==> config.mk <==
export PLATFORM = sky130hd
export DESIGN_NAME = alu_arbiter
export DESIGN_NICKNAME = d
export VERILOG_FILES = /design/src/rtl/alu_arbiter.sv
export SDC_FILE = /design/constraint.sdc
export NUM_CORES = 1
export LEC_CHECK = 0
export ABC_AREA = 1
export ABC_CLOCK_PERIOD_IN_PS = 2460
export BUFFER_PORTS_ARGS = -buffer_cell sky130_fd_sc_hd__buf_2
export CORE_MARGIN = 2
export CORE_UTILIZATION = 54
export DETAILED_ROUTE_END_ITERATION = 10
export PLACE_DENSITY = 0.85
export SKIP_LAST_GASP = 1
export SYNTH_ARGS = -nofsm -noshare
export SYNTH_HDL_FRONTEND = slang
export SYNTH_SLANG_ARGS = --single-unit
==> constraint.sdc <==
create_clock -name clk -period 2.46 [get_ports clk]
set_input_delay 0.369 -clock clk [delete_from_list [all_inputs] [get_ports clk]]
set_output_delay 0.369 -clock clk [all_outputs]
set_load 0.05 [all_outputs]
==> src/rtl/alu_arbiter.sv <==
// Round-robin arbiter sharing one combinational ALU between two requesters,
// with registered operands, per-requester response channels and completion counters.
module alu_arbiter #(
    parameter int WIDTH = 8,
    parameter int CNT_W = 16
) (
    input  logic             clk,
    input  logic             rst_n,
    input  logic             req0_valid,
    input  logic [2:0]       req0_opc,
    input  logic [WIDTH-1:0] req0_a,
    input  logic [WIDTH-1:0] req0_b,
    output logic             req0_ready,
    input  logic             req1_valid,
    input  logic [2:0]       req1_opc,
    input  logic [WIDTH-1:0] req1_a,
    input  logic [WIDTH-1:0] req1_b,
    output logic             req1_ready,
    output logic             rsp0_valid,
    output logic [WIDTH-1:0] rsp0_data,
    input  logic             rsp0_ready,
    output logic             rsp1_valid,
    output logic [WIDTH-1:0] rsp1_data,
    input  logic             rsp1_ready,
    output logic [2:0]       alu_opc,
    output logic [WIDTH-1:0] alu_a,
    output logic [WIDTH-1:0] alu_b,
    input  logic [WIDTH-1:0] alu_out,
    output logic [CNT_W-1:0] done0_cnt,
    output logic [CNT_W-1:0] done1_cnt,
    output logic             busy
);

    typedef enum logic [1:0] {IDLE, EXEC, RESP} state_t;

    state_t           r_state;
    state_t           w_state_nxt;
    logic             r_last_grant;
    logic             r_owner;
    logic             r_rsp0_valid;
    logic             r_rsp1_valid;
    logic [WIDTH-1:0] r_rsp0_data;
    logic [WIDTH-1:0] r_rsp1_data;
    logic [2:0]       r_alu_opc;
    logic [WIDTH-1:0] r_alu_a;
    logic [WIDTH-1:0] r_alu_b;
    logic [CNT_W-1:0] r_done0;
    logic [CNT_W-1:0] r_done1;
    logic             w_grant0;
    logic             w_grant1;
    logic             w_ack;

    assign w_ack = r_owner ? (r_rsp1_valid & rsp1_ready) : (r_rsp0_valid & rsp0_ready);

    always_ff @(posedge clk or negedge rst_n) begin
        if (!rst_n) r_state <= IDLE;
        else        r_state <= w_state_nxt;
    end

    // On a tie, requester 0 wins unless it was the last one granted.
    always_comb begin
        w_state_nxt = r_state;
        w_grant0    = 1'b0;
        w_grant1    = 1'b0;
        case (r_state)
            IDLE: begin
                w_grant0 = req0_valid & (~req1_valid | r_last_grant);
                w_grant1 = req1_valid & ~w_grant0;
                if (w_grant0 | w_grant1) w_state_nxt = EXEC;
            end
            EXEC:    w_state_nxt = RESP;
            RESP:    if (w_ack) w_state_nxt = IDLE;
            default: w_state_nxt = IDLE;
        endcase
    end

    always_ff @(posedge clk or negedge rst_n) begin
        if (!rst_n) begin
            r_last_grant <= 1'b1;
            r_owner      <= 1'b0;
            r_rsp0_valid <= 1'b0;
            r_rsp1_valid <= 1'b0;
            r_rsp0_data  <= '0;
            r_rsp1_data  <= '0;
            r_alu_opc    <= '0;
            r_alu_a      <= '0;
            r_alu_b      <= '0;
            r_done0      <= '0;
            r_done1      <= '0;
        end else begin
            case (r_state)
                IDLE: begin
                    if (w_grant0 | w_grant1) begin
                        r_alu_opc    <= w_grant1 ? req1_opc : req0_opc;
                        r_alu_a      <= w_grant1 ? req1_a   : req0_a;
                        r_alu_b      <= w_grant1 ? req1_b   : req0_b;
                        r_owner      <= w_grant1;
                        r_last_grant <= w_grant1;
                    end
                end
                EXEC: begin
                    if (r_owner) begin
                        r_rsp1_data  <= alu_out;
                        r_rsp1_valid <= 1'b1;
                    end else begin
                        r_rsp0_data  <= alu_out;
                        r_rsp0_valid <= 1'b1;
                    end
                end
                RESP: begin
                    if (w_ack) begin
                        if (r_owner) begin
                            r_rsp1_valid <= 1'b0;
                            r_done1      <= r_done1 + CNT_W'(1);
                        end else begin
                            r_rsp0_valid <= 1'b0;
                            r_done0      <= r_done0 + CNT_W'(1);
                        end
                    end
                end
                default: ;
            endcase
        end
    end

    // Ready is forced low while reset is held, since IDLE alone would expose a grant.
    assign req0_ready = w_grant0 & rst_n;
    assign req1_ready = w_grant1 & rst_n;
    assign rsp0_valid = r_rsp0_valid;
    assign rsp1_valid = r_rsp1_valid;
    assign rsp0_data  = r_rsp0_data;
    assign rsp1_data  = r_rsp1_data;
    assign alu_opc    = r_alu_opc;
    assign alu_a      = r_alu_a;
    assign alu_b      = r_alu_b;
    assign done0_cnt  = r_done0;
    assign done1_cnt  = r_done1;
    assign busy       = (r_state != IDLE);

endmodule
; Word level (Yosys, flattened, before mapping)
; Index checks and enable logic that the tools add are counted.
; W data, S select, Z words.
[op_classes]
n_addsub = 2
eq_ne = 8
n_bitwise = 12
reduce_logical = 11
mux = 17
[ops]
columns = op, n
row1 = $add A16 B1 Y16 const B, 2
row2 = $mux W8, 2
row3 = $ne A2 B2 Y1 const B, 6
row4 = $mux W1, 9
row5 = $reduce_and A2 Y1, 4
row6 = $reduce_and A4 Y1, 2
row7 = $and A1 B1 Y1, 6
row8 = $pmux W2 S3, 1
row9 = $reduce_and A3 Y1, 2
row10 = $mux W2, 2
row11 = $pmux W1 S2, 2
row12 = $reduce_bool A2 Y1, 2
row13 = $mux W3, 1
row14 = $not A1 Y1, 3
row15 = $or A1 B1 Y1, 3
row16 = $eq A2 B1 Y1 const B, 1
row17 = $eq A2 B2 Y1 const B, 1
row18 = $logic_not A2 Y1, 1
[word_totals]
out_inout_bits = 72
in_bits = 52
wordCells = 62
register_bits = 73

; Depth between registers and ports, before layout
[logic_depth]
depth_word = 8
ltp_mapped = 8
ltp_nobuf = 8

; Worst setup path after synthesis
; Ideal clock, no wire load.
[synth_path]
path_kind = register to output
startpoint = reg r_state[0]
endpoint = out req0_ready
slack_ns = 0.243
stages_incl_launch_ff = 4
arrival_ns = 1.848
n_path_buf = 0
required_time_ns = 2.091
cell_sequence = dfrtp_1 > nor2_2 > inv_2 > nor3_1
[synth_between]
elab_chain_cells = 3
[synth_rtl]
columns = element, line
row1 = "start, declared", 36  ; state_t r_state;
row2 = "start signal, assigned", 57  ; else r_state <= w_state_nxt;
row3 = $logic_not A2 Y1, 65  ; case (r_state)
row4 = $mux W1, 65
row5 = $and A1 B1 Y1, 127  ; assign req0_ready = w_grant0 & rst_n;
row6 = "end, declared", 13  ; output logic req0_ready,
; Every way passes these cells.

; Worst setup path in the final report
; Ends and elaborated chain as after synthesis.

==> summary.md <==
| Metric | Value |
|---|---|
| Delay of the slowest critical-path stage | 0.45 ns |
| Number of hold-repair buffers added at the cts stage | 0 |
| Layout Area Growth over Synthesis | 24.4% |
| Net count of the mapped netlist | 465 |
| Clock tree from TritonCTS | yes |
| Startpoint of the most critical register-to-register path | r_state[0] |
| Largest net degree at the start of global routing | between 70 and 80 |
| Highest achievable clock rate | 0.462 GHz |
| Post-route worst hold slack | 0.245 ns |
| Tcrit/Tclk final | 88.0% |
| Worst-path cell chain | nor2_2 -> inv_2 -> nor3_1 -> buf_2 |
| Number of antenna violations at the first check in global routing | 0 |
| Final-stage net count | slightly below 600 |
| Hold Path Class | in2async |
| Fraction of final layout cells with drive strength greater than 1 | between 30% and 40% |
| Leakage power total | 0.00241 uW |
| Average via count per standard cell | 5.20 |
| Ys Warns | 0 |
| Share of synthesized area occupied by flip-flops and latches | between 50% and 60% |
| Timing startpoint of the critical path | r_state[0] |
| Clock sink count | 73 |
| Slew Limit Fails | 0 |
| Yosys reg bits | 73 |
| Fraction of the core area covered by cells at the end of the flow | between 70% and 80% |
| Chip height | 85.7 um |
| Count of different cell masters after synthesis | 27 |
| Number of buffers between clock root and the deepest sink | 2 |
| Row cnt | 29 |
| Total power density per cell area | 1290 nW/um^2 |
| Number of buffers created by CTS | 9 |
| Worst Tran Pin Value | 0.912 ns |
| Cell type of the slowest stage on the worst timing path | nor2_2 |
| Total I/O pin count | 124 |
| Mapped Area | 3610 sq um |
| Wire length of the first global-routing pass | 14000 um |
| Resize count post-CTS | 0 |
| GR Overflow Total | 0 |
| Total setup violations reported at the end of the flow | 0 |
| Status | finished clean |
| Headroom to the max-slew limit | just under 40% |
| Largest fanout on the critical path | 12 |
| Number of endpoints with negative hold slack in the final report | 0 |
| CP startpoint kind | flip-flop |
| Crit. End Element | output pin |
| Synthesized netlist cell count | 411 |
| Starting utilization of the core area | 56.5% |
| H-tree depth | 3 |
| Die area | around 7300 sq um |
| Most used cells in the layout excluding fill and tap cells | buf_2, nand2_1, dfrtp_1, nor2_1, nand3_1 |
| Data arrival time of the worst path | 1.80 ns |
| Number of global-route vias before repair | 3224 |
| Dominant cells by area after synthesis | dfrtp_1, nand2_1, nand3_1, nor2_1, a21oi_1 |
| Maximum VDD drop | around 0.96 mV |
| Std-Cell Core Area | roughly 6400 sq um |
| Post-CTS setup repair buffer count | 0 |
| Worst Clk Skew | just under 0.009 ns |
| Post-Route Setup TNS | 0 ns |
| Horizontal die dimension | 85.7 um |
| Crit Path Class | reg2out |
| Required time of the critical path | 2.09 ns |
| Number of filler cells placed in the layout | 496 |
| TritonRoute pass-1 iters | 5 |
| Final antenna diode count | 0 |
| RD Place Congestion | around 0.84 |
| Vias after detailed routing | ~3200 |
| GRT Util Overall | 23.6% |
| Library cell with the largest summed area after synthesis | dfrtp_1 |
| Final Critical Period | around 2.2 ns |
| Overall Power | 5800 uW |
| Insertion delay of the later-clocked pin in the worst-skew pair | about 0.34 ns |
| Per-cell routed wire length | 13.4 um |
| Count of maximum capacitance violations | 0 |
| Post-detailed-routing wire length | 8320 um |
| Mean area per synthesized cell | 8.77 sq um |
| Cell chosen for the clock root | clkbuf_8 |
| Commonest non-fill, non-tap cell in the layout | buf_2 |
| DRT iter0 DRCs | 107 |
| Clk slew on worst S/H paths | 0.08 ns |
| Remaining DRCs | 0 |
| DRT antenna net count | 0 |
| Port bufs | 123 |
| Unrepaired setup endpoints after global routing | no |
| Proportion of netlist area held by the largest area contributor | between 40% and 50% |
| Post-DP HPWL | 5930 um |
[state kept, by name (all words and copies together), names as in the netlist]
signal	count
alu_b	8
done0_cnt	16
rsp1_data	8
rsp0_valid	1
alu_opc	3
r_state	2
r_owner	1
alu_a	8
rsp0_data	8
done1_cnt	16
r_last_grant	1
rsp1_valid	1
[cell families after synthesis]
group,synth area share [%]
simple gates,29.5
flops,50.7
compound gates,9.09
buf+inv,5.24
xor+xnor,4.79
fa+ha+maj,0.694
[Yosys cell counts]
| cell | number |
|---|---|
| nand2_1 | 109 |
| dfrtp_1 | 72 |
| nor2_1 | 42 |
| nand3_1 | 33 |
| a21oi_1 | 29 |
| inv_1 | 23 |
| o21ai_0 | 19 |
| a21oi_2 | 10 |
| nand3b_1 | 8 |
| xnor2_1 | 8 |
| xor2_1 | 8 |
| buf_4 | 6 |
| nand4_1 | 6 |
| nor3_1 | 5 |
| buf_2 | 4 |
| inv_2 | 4 |
| nand2_4 | 4 |
| nor2_8 | 4 |
| nor2_2 | 3 |
| buf_6 | 2 |
| ha_1 | 2 |
| nand2_2 | 2 |
| nand3_2 | 2 |
| nor2_4 | 2 |
| xor2_2 | 2 |
| dfstp_2 | 1 |
| nor3_2 | 1 |
[path summary, 6_finish.rpt]
| path | end | slack (ns) | cells past startpoint |
|---|---|---|---|
| setup / recovery | req0_ready | 0.29 | 4 |
| hold / removal | alu_b[5] | 0.25 | 2 |
| setup reg to reg | alu_opc[1] | 0.76 | 6 |
| hold reg to reg | r_last_grant | 0.48 | 2 |
| max in group asynchronous | done0_cnt[13] | 1.61 | 2 |
| min in group clk | alu_a[0] | 0.28 | 3 |
[layout make-up]
cell class                      instances  area, sq um  share of cell area [%]
Sequential cell                        73         1830                    40.7
Multi-Input combinational cell        299         1590                    35.4
Timing Repair Buffer                  128          653                    14.6
Clock buffer                            9          124                    2.76
Inverter                               27          101                    2.26
Tap cell                               77         96.3                    2.15
Clock inverter                          7         95.1                    2.12
[critical path: cells and delay by family, from the launching register on]
| kind | cells | cell delay [ns] |
|---|---|---|
| simple gates | 2 | 0.62 |
| flops | 1 | 0.43 |
| buf+inv | 2 | 0.40 |
[metal layers]
| metal | global-route usage [%] | routed length, um | share of wire [%] | vias to the layer above |
|---|---|---|---|---|
| met5 | 0 | 0 | 0 | - |
| met1 | 27.9 | 3460 | 42 | 1528 |
| met4 | 6.49 | 129 | 1.5 | 0 |
| li1 | - | - | - | 1576 |
| met3 | 7.03 | 442 | 5.3 | 10 |
| met2 | 41.8 | 4300 | 52 | 107 |
[through the flow]
stage               area [sq um]  worst slack [ns]  cells
global placement            4270             0.672    604
floorplan                   3610             0.243    411
detailed placement          4270             0.666    604
finish                      4490             0.295    620
global route                4490             0.224    620
CTS                         4490             0.285    620
[power by group]
part | internal, uW | switching [uW]
Clock | 571 | 455
Combinational | 654 | 2230
Sequential | 1600 | 285
Power figures use the tool's default switching activity.
